==> config.mk <==
export PLATFORM = sky130hd
export DESIGN_NAME = timing_sequencer
export DESIGN_NICKNAME = d
export VERILOG_FILES = /design/src/rtl/timing_sequencer.sv
export SDC_FILE = /design/constraint.sdc
export NUM_CORES = 1
export LEC_CHECK = 0
export CAP_MARGIN = 30
export CORE_MARGIN = 1
export CORE_UTILIZATION = 40
export CTS_CLUSTER_SIZE = 8
export DETAILED_ROUTE_END_ITERATION = 6
export DONT_BUFFER_PORTS = 1
export GPL_ROUTABILITY_DRIVEN = 0
export PLACE_DENSITY = 0.5
export SETUP_SLACK_MARGIN = 0.15
export SLEW_MARGIN = 20
export SYNTH_ARGS = -nofsm -noshare
export SYNTH_HDL_FRONTEND = slang
export SYNTH_SLANG_ARGS = --single-unit
export TNS_END_PERCENT = 1
==> constraint.sdc <==
create_clock -name clk -period 3.4 [get_ports clk]
set_input_delay 0.51 -clock clk [delete_from_list [all_inputs] [get_ports clk]]
set_output_delay 0.51 -clock clk [all_outputs]
set_load 0.03 [all_outputs]
==> src/rtl/timing_sequencer.sv <==
// Phase / bit-time / syllable sequencer with free-run, drain-to-boundary and single-step control.
// Defining TIMING_TMR_EN triplicates the state store with 2-of-3 voting and a sticky tmr_err flag.
module timing_sequencer #(
    parameter int PHASES    = 3,
    parameter int BIT_TIMES = 14,
    parameter int SYLLABLES = 2,
    parameter int BW        = $clog2(BIT_TIMES),
    parameter int SW        = (SYLLABLES > 1) ? $clog2(SYLLABLES) : 1
) (
    input  logic                 clk,
    input  logic                 reset,
    input  logic                 run,
    input  logic                 step_req,
    input  logic                 resync,
    output logic [PHASES-1:0]    phase,
    output logic [PHASES-1:0]    phase_n,
    output logic [BW-1:0]        bit_num,
    output logic [BIT_TIMES-1:0] bit_onehot,
    output logic [SW-1:0]        syl,
    output logic [SW-1:0]        syl_n,
    output logic                 tbc,
    output logic                 word_end,
    output logic                 running,
    output logic                 tmr_err
);

    localparam int PW = $clog2(PHASES);

    localparam logic [PW-1:0] PH_LAST  = PW'(PHASES - 1);
    localparam logic [BW-1:0] BIT_LAST = BW'(BIT_TIMES - 1);
    localparam logic [SW-1:0] SYL_LAST = SW'(SYLLABLES - 1);

    typedef enum logic [1:0] {
        IDLE  = 2'd0,
        RUN   = 2'd1,
        DRAIN = 2'd2,
        STEP  = 2'd3
    } fsm_e;

    typedef struct packed {
        fsm_e            fsm;
        logic [PW-1:0]   phase;
        logic [BW-1:0]   bit_n;
        logic [SW-1:0]   syl;
        logic            resync_pend;
    } state_t;

    localparam state_t ST_RESET = '{fsm: IDLE, phase: '0, bit_n: '0, syl: '0, resync_pend: 1'b0};

    state_t cur;
    state_t st_d;
    logic   advance;
    logic   pend_eff;

    // NOTE: every signal assigned here gets a default first, so no path can infer a latch.
    always_comb begin
        st_d     = cur;
        advance  = 1'b0;
        pend_eff = cur.resync_pend | resync;

        case (cur.fsm)
            IDLE: begin
                if (run) begin
                    st_d.fsm = RUN;
                end else if (step_req) begin
                    st_d.fsm = STEP;
                end
            end
            RUN: begin
                advance = 1'b1;
                if (!run) begin
                    st_d.fsm = (cur.phase == PH_LAST) ? IDLE : DRAIN;
                end
            end
            DRAIN, STEP: begin
                advance = 1'b1;
                if (run) begin
                    st_d.fsm = RUN;
                end else if (cur.phase == PH_LAST) begin
                    st_d.fsm = IDLE;
                end
            end
            default: st_d.fsm = IDLE;
        endcase

        st_d.resync_pend = pend_eff;

        // A pending resync replaces the normal carry at the bit-time wrap.
        if (advance) begin
            if (cur.phase == PH_LAST) begin
                st_d.phase = '0;
                if (pend_eff) begin
                    st_d.bit_n       = '0;
                    st_d.syl         = '0;
                    st_d.resync_pend = 1'b0;
                end else if (cur.bit_n == BIT_LAST) begin
                    st_d.bit_n = '0;
                    st_d.syl   = (cur.syl == SYL_LAST) ? '0 : cur.syl + 1'b1;
                end else begin
                    st_d.bit_n = cur.bit_n + 1'b1;
                end
            end else begin
                st_d.phase = cur.phase + 1'b1;
            end
        end
    end

`ifdef TIMING_TMR_EN
    localparam int ST_W = $bits(state_t);

    state_t          st_a_q;
    state_t          st_b_q;
    state_t          st_c_q;
    logic [ST_W-1:0] va;
    logic [ST_W-1:0] vb;
    logic [ST_W-1:0] vc;
    logic            disagree;
    logic            tmr_err_d;
    logic            tmr_err_q;

    always_comb begin
        va        = st_a_q;
        vb        = st_b_q;
        vc        = st_c_q;
        cur       = state_t'((va & vb) | (va & vc) | (vb & vc));
        disagree  = (va != vb) || (va != vc);
        tmr_err_d = tmr_err_q | disagree;
    end

    // Each copy is rewritten from the voted next state, so a single upset scrubs itself.
    always_ff @(posedge clk) begin
        if (reset) begin
            st_a_q    <= ST_RESET;
            st_b_q    <= ST_RESET;
            st_c_q    <= ST_RESET;
            tmr_err_q <= 1'b0;
        end else begin
            st_a_q    <= st_d;
            st_b_q    <= st_d;
            st_c_q    <= st_d;
            tmr_err_q <= tmr_err_d;
        end
    end

    assign tmr_err = tmr_err_q;
`else
    state_t st_q;

    assign cur = st_q;

    // NOTE: sequential state uses non-blocking assignments only, so every flop samples pre-edge values.
    always_ff @(posedge clk) begin
        if (reset) begin
            st_q <= ST_RESET;
        end else begin
            st_q <= st_d;
        end
    end

    assign tmr_err = 1'b0;
`endif

    assign running    = (cur.fsm != IDLE);
    assign phase      = running ? (PHASES'(1) << cur.phase) : '0;
    assign phase_n    = ~phase;
    assign bit_num    = cur.bit_n;
    assign bit_onehot = running ? (BIT_TIMES'(1) << cur.bit_n) : '0;
    assign syl        = cur.syl;
    assign syl_n      = ~cur.syl;
    assign tbc        = running && (cur.phase == PH_LAST) && (cur.bit_n == BIT_LAST);
    assign word_end   = tbc && (cur.syl == SYL_LAST);

endmodule

======== Word-level counts from Yosys, hierarchy flattened ========
Index checks and enable logic that the tools add are counted.
operators by class
  $mul .................................... 0
  multiplexer cells ....................... 17
  add/subtract/negate cells ............... 3
  reduce and logical (&&, ||, !) cells .... 11
  equality and inequality tests ........... 8
  magnitude comparators ................... 0
  shift-type cells ........................ 2
  bitwise operators ....................... 3
  divide/modulo/power cells ............... 0
operators with widths
  cell                                                 count
  2-to-1 mux 14 bit                                    1
  2-to-1 mux 2 bit                                     7
  left shift 1 x 4 -> 14 bit, first input constant     1
  equality test 2 bit, second input constant           3
  inequality test 3 bit, second input constant         2
  case mux 2 bit (3 select lines)                      1
  AND reduction 3 bit                                  2
  2-to-1 mux 1 bit                                     5
  2-to-1 mux 5 bit                                     1
  adder 4 x 1 -> 4 bit, second input constant          1
  equality test 4 bit, second input constant           1
  2-to-1 mux 4 bit                                     1
  nonzero test 2 bit                                   2
  logical AND 1 bit                                    3
  2-to-1 mux 3 bit                                     1
  inverter 3 bit                                       1
  OR reduction 3 bit                                   1
  left shift 1 x 2 -> 3 bit, first input constant      1
  adder 2 x 1 -> 2 bit, second input constant          1
  equality test 2 x 1 -> 1 bit, second input constant  1
  logical NOT 2 bit                                    1
  inequality test 2 bit, second input constant         1
  AND reduction 2 bit                                  1
  OR reduction 2 bit                                   1
  other kinds (3)                                      3
storage, ports and cells
  RAM bits ................................ 0
  register bits ........................... 10
  bits in latches ......................... 0
  memories ................................ 0
  bits in read-only memories .............. 0
  output and inout bits ................... 30
  input port bits ......................... 5
  logic and storage cells ................. 49

======== Longest topological paths before layout ========
Gate-level depths: netlist (run 1).
  depth after elaboration ................. 4
  mapped depth ............................ 6

======== Worst setup path after synthesis (run 1) ========
Ideal clock, no wire load.
  path kind ............................... register -> output
  start ................................... register st_q, in the netlist cur[9]
  end ..................................... output port bit_onehot[1]
  data required time ...................... 2.890 ns
  data arrival time ....................... 1.640 ns
  stages on the path, launching flop included .. 6
  path slack .............................. 1.250 ns
  cells stage by stage .................... dfxtp_1 nor2_1 clkbuf_1 inv_1 nand2_1 nor3_1
between the ends
  cells in the longest elaborated chain, start to end .. 2
ends and longest elaborated chain
  item                    RTL line  RTL
  start, declared         147       state_t st_q;
  start signal, assigned  156       st_q <= st_d;
  nonzero test 2 bit      163       assign running = (cur.fsm != IDLE);
  named net running       23        output logic running,
  2-to-1 mux 14 bit       167       assign bit_onehot = running ? (BIT_TIMES'(1) << cur.bit_n) : '0;
  end, declared           18        output logic [BIT_TIMES-1:0] bit_onehot,
The timed path passes the listed nets, and every way through them passes these cells.

======== Worst setup path in the final report (run 1) ========
  start ................................... register st_q, in the netlist cur[9]
  end ..................................... output port bit_onehot[11]
The elaborated chain is that of the path after synthesis.

==> metrics.cfg, run 1 <==
[timing]
final.min_clock_period_ps=2500
finalCritPeriodShare=0.735
slew_headroom=0.396
slew_viol_final=0
report.final.setup_viol=0
grt_setup_unrepaired=false
tightestPinTransition_ps=899
max_freq_mhz=400
setup_tns_ps=0
finClkSkew_ps=6.27
hold_viol=0
fin_ws_ps=901

[worst_hold_path]
min_to=bit_num[3]
hold_path_depth=1
hold_class=input port to flop
hp-start=reset

[global_route]
grt_pass1_wl_um=2070
antenna_found_initial=0
grt_max_degree=13
gr-total-overflow=0
grt_pass1_vias=464
grt_util_all_layers=0.152

[floorplanning]
die_h_um=42.8
std_cell_rows=14
initial_core_util=0.436
pin_count=35
die_area_um2=1830
die_width_um=42.8
core_area_um2=1520

[outcome]
status=complete, no violations

[worst_setup_path]
crit_path_start_kind=flop
required_ps=2890
path_class=flop to primary output
cpLargestDelayFamily=simple AND/OR/NAND/NOR gates
critPathSlowestCell=nor2_1
crit_fanout=12
crit_buf_inv=1
r2r_setup_slack_ps=1460
r2r_end=syl
worstPathArrival_ps=1990
cpPeakStageDelay_ps=610
critical_path.endpoint_type=primary output
r2r_cells=3
reg2reg_from=bit_num[2]
crit_chain=nor2_1, inv_1, and3_1

[job]
drv_cap=0

[power_and_ir_drop]
power_density_nw_per_um2=394
peakVddDrop_v=0.000253
leakage_nw=0.259

[routing]
wl_met2_um=597
top_layer=met4
drt_iter0_markers=8
drt-met1-wl_um=639
post_drt_wl_per_cell_um=13.3
dr.pass1.iters=4
route.detailed.drc=0
routed_wl_um=1400
vias_per_cell=5.53
wl_met3_um=135
ant_nets=0
via_count=581

[placement]
pre_cts_slack_ps=1170
io_buffer_count=0
hpwlAfterDp_um=1040

[cells_and_area]
multi_input_area_um2=358
antenna_cells=0
seqCellArea_um2=200
num-nets-final=98
final_cell_mix=18 x nor2_1, 12 x nand2_1, 10 x dfxtp_1
layout-drive-gt1-share=0.124
num-fill-cells=165
final_common_cell=nor2_1
syn_to_final_growth_pct=-3.39

[cts]
cts-resized-gates=0
h-tree-depth=1
clockBufferDepth=2
hold_buffers=0
cts_setup_buffers=0
cts_root_buffer=clkbuf_4
path_clk_slew_ps=60
cts_tree=done
cts_sinks=10
insertion_delay_ps=270
cts_buffers=3

[synth]
synth_area_um2=664
ys_seq_area_frac=0.301
syn_inst=95
avgSynthCellArea_um2=6.99
ys_types=31
yosys_register_bits=10
syn-num-nets=102
synth_warnings=0

==> synthesized netlist by cell type <==
cell type  count  area share
a211oi_1       1       0.011
a21oi_1        7       0.053
a31oi_1        1      0.0094
and3_1         1      0.0094
and3_2         1       0.011
buf_2          1      0.0075
buf_4          8       0.090
buf_6          1       0.017
clkbuf_1       1      0.0056
conb_1         1      0.0056
dfxtp_1       10        0.30
ha_1           2       0.038
inv_1          6       0.034
inv_2          1      0.0056
nand2_1       12       0.068
nand2b_1       1      0.0094
nand2b_4       1       0.021
nand3_1        1      0.0075
nand4_1        1      0.0094
nand4b_1       1       0.013
nor2_1        18        0.10
nor2_4         1       0.017
nor2b_1        1      0.0094
nor3_1         5       0.038
nor3b_1        1       0.011
nor4_1         2       0.019
o21ai_0        2       0.015
or2_2          1      0.0094
or3_1          2       0.019
or3_2          1       0.011
or4_1          2       0.023
==> worst register-to-register path, delay by kind of cell, from the launching register on <==
| kind | cells | cell delay, ps |
|---|---|---|
| AOI/OAI and AO/OA | 1 | 170 |
| and+or+nand+nor | 2 | 990 |
| DFF | 1 | 710 |
==> worst max path at each step <==
stage	slack [ps]	cells past startpoint	endpoint	start
floorplan	1250	5	bit_onehot[1]	cur[9]
global placement	1180	3	bit_onehot[1]	bit_num[0]
detailed placement	1170	3	bit_onehot[11]	cur[9]
CTS	880	3	bit_onehot[11]	cur[9]
global route	730	3	bit_onehot[11]	cur[9]
finish	900	3	bit_onehot[11]	cur[9]
==> logic make-up (layout without fill, tap and decap cells) <==
kind of cell / count (synthesis) / count (layout) / synth area share
other cells: 1 / 1 / 0.00564
flops: 10 / 10 / 0.301
compound gates: 11 / 11 / 0.0885
fa+ha+maj: 2 / 2 / 0.0377
simple gates: 53 / 53 / 0.407
buf+inv: 18 / 12 / 0.160
==> layout make-up <==
class                   count  area share
clock buffers               3      0.0351
repair buffers              2      0.0234
well taps                  16      0.0312
flip-flops and latches     10       0.312
inverters                   7      0.0409
multi-input cells          67       0.558
==> power breakdown <==
group	internal, mW	leakage [nW]	switching (mW)	total, mW
Clock	0.0409	0.0138	0.0393	0.0801
Combinational	0.00991	0.164	0.0370	0.0469
Sequential	0.122	0.0817	0.00391	0.126
==> metal layers <==
metal / up-vias / global-route usage
met5: - / 0
met4: 0 / 0.0750
met3: 4 / 0.0553
met2: 29 / 0.221
met1: 251 / 0.196
li1: 297 / -
==> sequential cells by signal (all words and copies together), names as in the netlist <==
register,count
cur,5
bit_num,4
syl,1
==> metrics by stage <==
step / utilization / total power, mW / cell area (um2) / cells / hold WS (ps)
finish: 0.421 / 0.253 / 642 / 105 / 302
detailed placement: 0.406 / 0.176 / 619 / 102 / 473
global placement: 0.406 / 0.176 / 619 / 102 / 472
CTS: 0.421 / 0.256 / 642 / 105 / 300
floorplan: - / 0.175 / 664 / 95 / 458
global route: 0.421 / 0.264 / 642 / 105 / 296
(Power assumes the default switching activity.)
==> run 2: changes to the inputs <==
PLACE_DENSITY = 0.52   (was 0.5)
clock period = 2 ns   (was 3.4 ns; I/O delays follow)
==> run 2 against run 1 <==
  * Core utilization rose by 13 points
  * Largest power group unchanged
  * Clock power rose by 120%
  * Via count rose by 14%
  * Highest routed layer unchanged
  * Non-clock buffer count rose by 22
  * Critical endpoint is now bit_onehot[0]
  * Setup slack got worse by 720 ps
  * Total power rose by 93%
  * Worst hold slack got worse by 200 ps
==> metrics.cfg, run 2 (synthesis results as in run 1) <==
[global_route]
grt_pass1_vias=615
grt_pass1_wl_um=2530
grt_util_all_layers=0.179
gr-total-overflow=0
antenna_found_initial=0
grt_max_degree=12

[cts]
cts_buffers=3
h-tree-depth=1
hold_buffers=0
clockBufferDepth=2
path_clk_slew_ps=70
cts_sinks=10
cts_tree=done
insertion_delay_ps=260
cts_root_buffer=clkbuf_4

[cells_and_area]
final_common_cell=buf_4
num-fill-cells=158
num-nets-final=120
postLayoutCellArea_um2=842
seqCellArea_um2=201
largest_reg_flops=5
layout-drive-gt1-share=0.330
syn_to_final_growth_pct=26.7
antenna_cells=0
final_core_util=0.553
final_cell_mix=23 x buf_4, 18 x nor2_1, 12 x nand2_1
multi_input_area_um2=374

[placement]
placed_area_um2=790
hpwlAfterDp_um=1150
io_buffer_count=0
pre_cts_slack_ps=403

[worst_setup_path]
worstPathArrival_ps=1520
required_ps=1700
critical_path.endpoint_type=primary output
crit_fanout=8
crit_path_start_kind=flop
path_class=flop to primary output

[timing]
report.final.setup_viol=0
slew_viol_final=0
max_freq_mhz=550
final.min_clock_period_ps=1820
grt_setup_unrepaired=true
fin_ws_ps=183
setup_tns_ps=0
hold_viol=0
finClkSkew_ps=0.972
finalCritPeriodShare=0.909

[floorplanning]
std_cell_rows=14
initial_core_util=0.436
core_area_um2=1520
die_h_um=42.8
pin_count=35
die_width_um=42.8
die_area_um2=1830

[power_and_ir_drop]
leakage_nw=0.382
power_density_nw_per_um2=580
peakVddDrop_v=0.000376

[routing]
route.detailed.drc=0
post_drt_wl_per_cell_um=11.7
routed_wl_um=1490
ant_nets=0
vias_per_cell=5.19
via_count=664
drt_iter0_markers=7
dr.pass1.iters=4

[job]
drv_cap=0

[worst_hold_path]
hold_class=input port to flop

[outcome]
status=complete, no violations

## run 2: cell types whose count changed in the layout (fill, tap and decap cells not counted)
cell | before | now
dfxtp_2 | 0 | 1
or3_4 | 0 | 1
nor3_1 | 5 | 4
clkbuf_8 | 0 | 1
or3_1 | 2 | 1
nor3_4 | 0 | 1
buf_4 | 2 | 23
dfxtp_1 | 10 | 9
buf_6 | 0 | 1
## run 2: where the power goes
group | total, mW | switching [mW] | internal [mW] | leakage (nW)
registers | 0.213 | 0.00587 | 0.208 | 0.0822
clock network | 0.177 | 0.0662 | 0.110 | 0.0210
logic | 0.0988 | 0.0671 | 0.0317 | 0.279
total | 0.489 | 0.139 | 0.350 | 0.382
## run 2: area by class of cell
class,count,area share
Sequential cell,10,0.239
Timing Repair Buffer,24,0.218
Multi-Input combinational cell,67,0.444
Inverter,7,0.0312
Tap cell,16,0.0238
Clock buffer,4,0.0431
## run 2: repair_timing
item	CTS	global route
setup endpoints to repair	2	8
buffers inserted	0	0
hold endpoints to repair	0	0
cloned	0	0
gates resized for setup	2	2
## run 2: critical path: stages (launching register included)
cell and delay (ps):
dfxtp_2 350, buf_4 180, or3_4 400, nor3_1 140, buf_4 190
## run 2: metrics by stage
| step | power [mW] | hold slack (ps) | cells |
|---|---|---|---|
| 6_report | 0.489 | 98.3 | 128 |
| 5_1_grt | 0.512 | 88.7 | 128 |
| 4_1_cts | 0.498 | 87.0 | 128 |
| 3_5_place_dp | 0.315 | 372 | 124 |
| 3_3_place_gp | 0.315 | 370 | 124 |
| 2_1_floorplan | 0.298 | 378 | 95 |
## run 2: per-layer routing
layer	vias up	wire (um)	track usage
met5	-	0	0
met4	0	11	0.0938
met3	2	142	0.0340
met2	30	735	0.324
met1	292	605	0.193
li1	340	-	-
## run 2: path summary, 6_finish.rpt
kind                   start            end  slack [ps]  depth (start not counted)
hold / removal         reset     bit_num[0]         100                          1
hold reg to reg       cur[6]         cur[6]         480                          2
setup reg to reg  bit_num[3]            syl         460                          3
setup / recovery  bit_num[0]  bit_onehot[0]         180                          4
==> run 3: changes to the inputs <==
CELL_PAD_IN_SITES_DETAIL_PLACEMENT = 1   (was unset)
CELL_PAD_IN_SITES_GLOBAL_PLACEMENT = 1   (was unset)
CORE_UTILIZATION = 35   (was 40)
PLACE_DENSITY = 0.66   (was 0.52)
==> run 3 against run 2 <==
  * Core utilization decreased by 5.4 points
  * Critical path depth up 1
  * Non-clock buffer count rose by 1
  * Critical endpoint unchanged
  * Routed wire length is 23% higher
  * Sequential cell count stayed put
==> metrics.cfg, run 3 (synthesis results as in run 1) <==
[cts]
insertion_delay_ps=270
clockBufferDepth=2
path_clk_slew_ps=70
cts_tree=done
cts_root_buffer=clkbuf_4
h-tree-depth=1
cts_buffers=3
cts_sinks=10

[global_route]
grt_pass1_wl_um=2740
gr-total-overflow=0
antenna_found_initial=0
grt_use_met3=0.0278
grt_pass1_vias=638
grt_util_all_layers=0.181
met1_usage=0.209
grt_max_degree=12
top_usage_layer=met2
met2_usage=0.320

[routing]
route.detailed.drc=0
vias_per_cell=4.99
drt_iter0_markers=8
ant_nets=0
via_count=688
post_drt_wl_per_cell_um=13.3
dr.pass1.iters=4
routed_wl_um=1840

[floorplanning]
initial_core_util=0.381
die_area_um2=2080
core_area_um2=1750
die_h_um=45.6
std_cell_rows=15
die_width_um=45.6
pin_count=35

[cells_and_area]
num-fill-cells=246
antenna_cells=0
largest_reg_flops=5
final_core_util=0.498
syn_to_final_growth_pct=30.9
postLayoutCellArea_um2=870
layout-drive-gt1-share=0.363
final_cell_mix=25 x buf_4, 16 x nor2_1, 12 x nand2_1
final_common_cell=buf_4
num-nets-final=121
stdcell_count=138

[timing]
fin_ws_ps=149
finClkSkew_ps=7.06
report.final.setup_viol=0
grt_setup_unrepaired=true
slew_viol_final=0
setup_tns_ps=0
hold_viol=0
finalCritPeriodShare=0.925
max_freq_mhz=540
hold_ws_ps=88.1
final.min_clock_period_ps=1850

[worst_setup_path]
startpoint=cur[9]
endpoint=bit_onehot[0]
critical_path.endpoint_type=primary output
r2r_end=syl
r2r_cells=5
required_ps=1700
crit_fanout=7
crit_path_start_kind=flop
reg2reg_from=cur[6]
r2r_setup_slack_ps=350
path_class=flop to primary output
worstPathArrival_ps=1550

[placement]
pre_cts_slack_ps=328
hpwlAfterDp_um=1410
dp_cells=133
io_buffer_count=0
placed_area_um2=801

[power_and_ir_drop]
power.total_mw=0.504
leakage_nw=0.385
peakVddDrop_v=0.000410
power_density_nw_per_um2=580

[outcome]
status=complete, no violations

[worst_hold_path]
hold_class=input port to flop

[job]
drv_cap=0

[run 3: cell types whose count changed in the layout (fill, tap and decap cells not counted), sizes merged]
cell	change
buf	+1
[run 3: layout make-up]
| cell class | count | area, um2 | area share |
|---|---|---|---|
| multi-input combinational | 67 | 384 | 0.442 |
| sequential | 10 | 201 | 0.232 |
| timing repair buffer | 25 | 188 | 0.216 |
| tap | 25 | 31.3 | 0.0360 |
| inverter | 7 | 28.8 | 0.0331 |
| clock buffer | 4 | 36.3 | 0.0417 |
[run 3: worst min path at each step]
stage | startpoint | endpoint | cells past startpoint
detailed placement | reset | cur[7] | 1
global route | reset | bit_num[3] | 1
global placement | reset | cur[7] | 1
floorplan | run | cur[9] | 1
CTS | reset | bit_num[1] | 1
finish | reset | bit_num[3] | 1
[run 3: worst max-delay path, stage by stage (launching register included)]
cell and delay, ps:
dfxtp_1 340, nor2_2 90, buf_4 170, or3_4 350
nor3_1 150, buf_4 190
[run 3: what timing repair did]
action,in CTS,in global routing
resized for setup,3,4
hold buffers,0,0
cloned,0,0
pin swaps,1,1
buffers inserted,1,0
endpoints found under the setup margin,17,13
hold endpoints to repair,0,0
[run 3: metal layers]
layer | vias to the layer above | share of wire
li1 | 345 | -
met4 | 0 | 0.014
met5 | - | 0
met2 | 25 | 0.49
met3 | 4 | 0.054
met1 | 314 | 0.44
[run 3: power by group]
part	leakage [nW]	switching (mW)	internal, mW
Combinational	0.281	0.0712	0.0334
Clock	0.0210	0.0741	0.111
Sequential	0.0822	0.00721	0.207
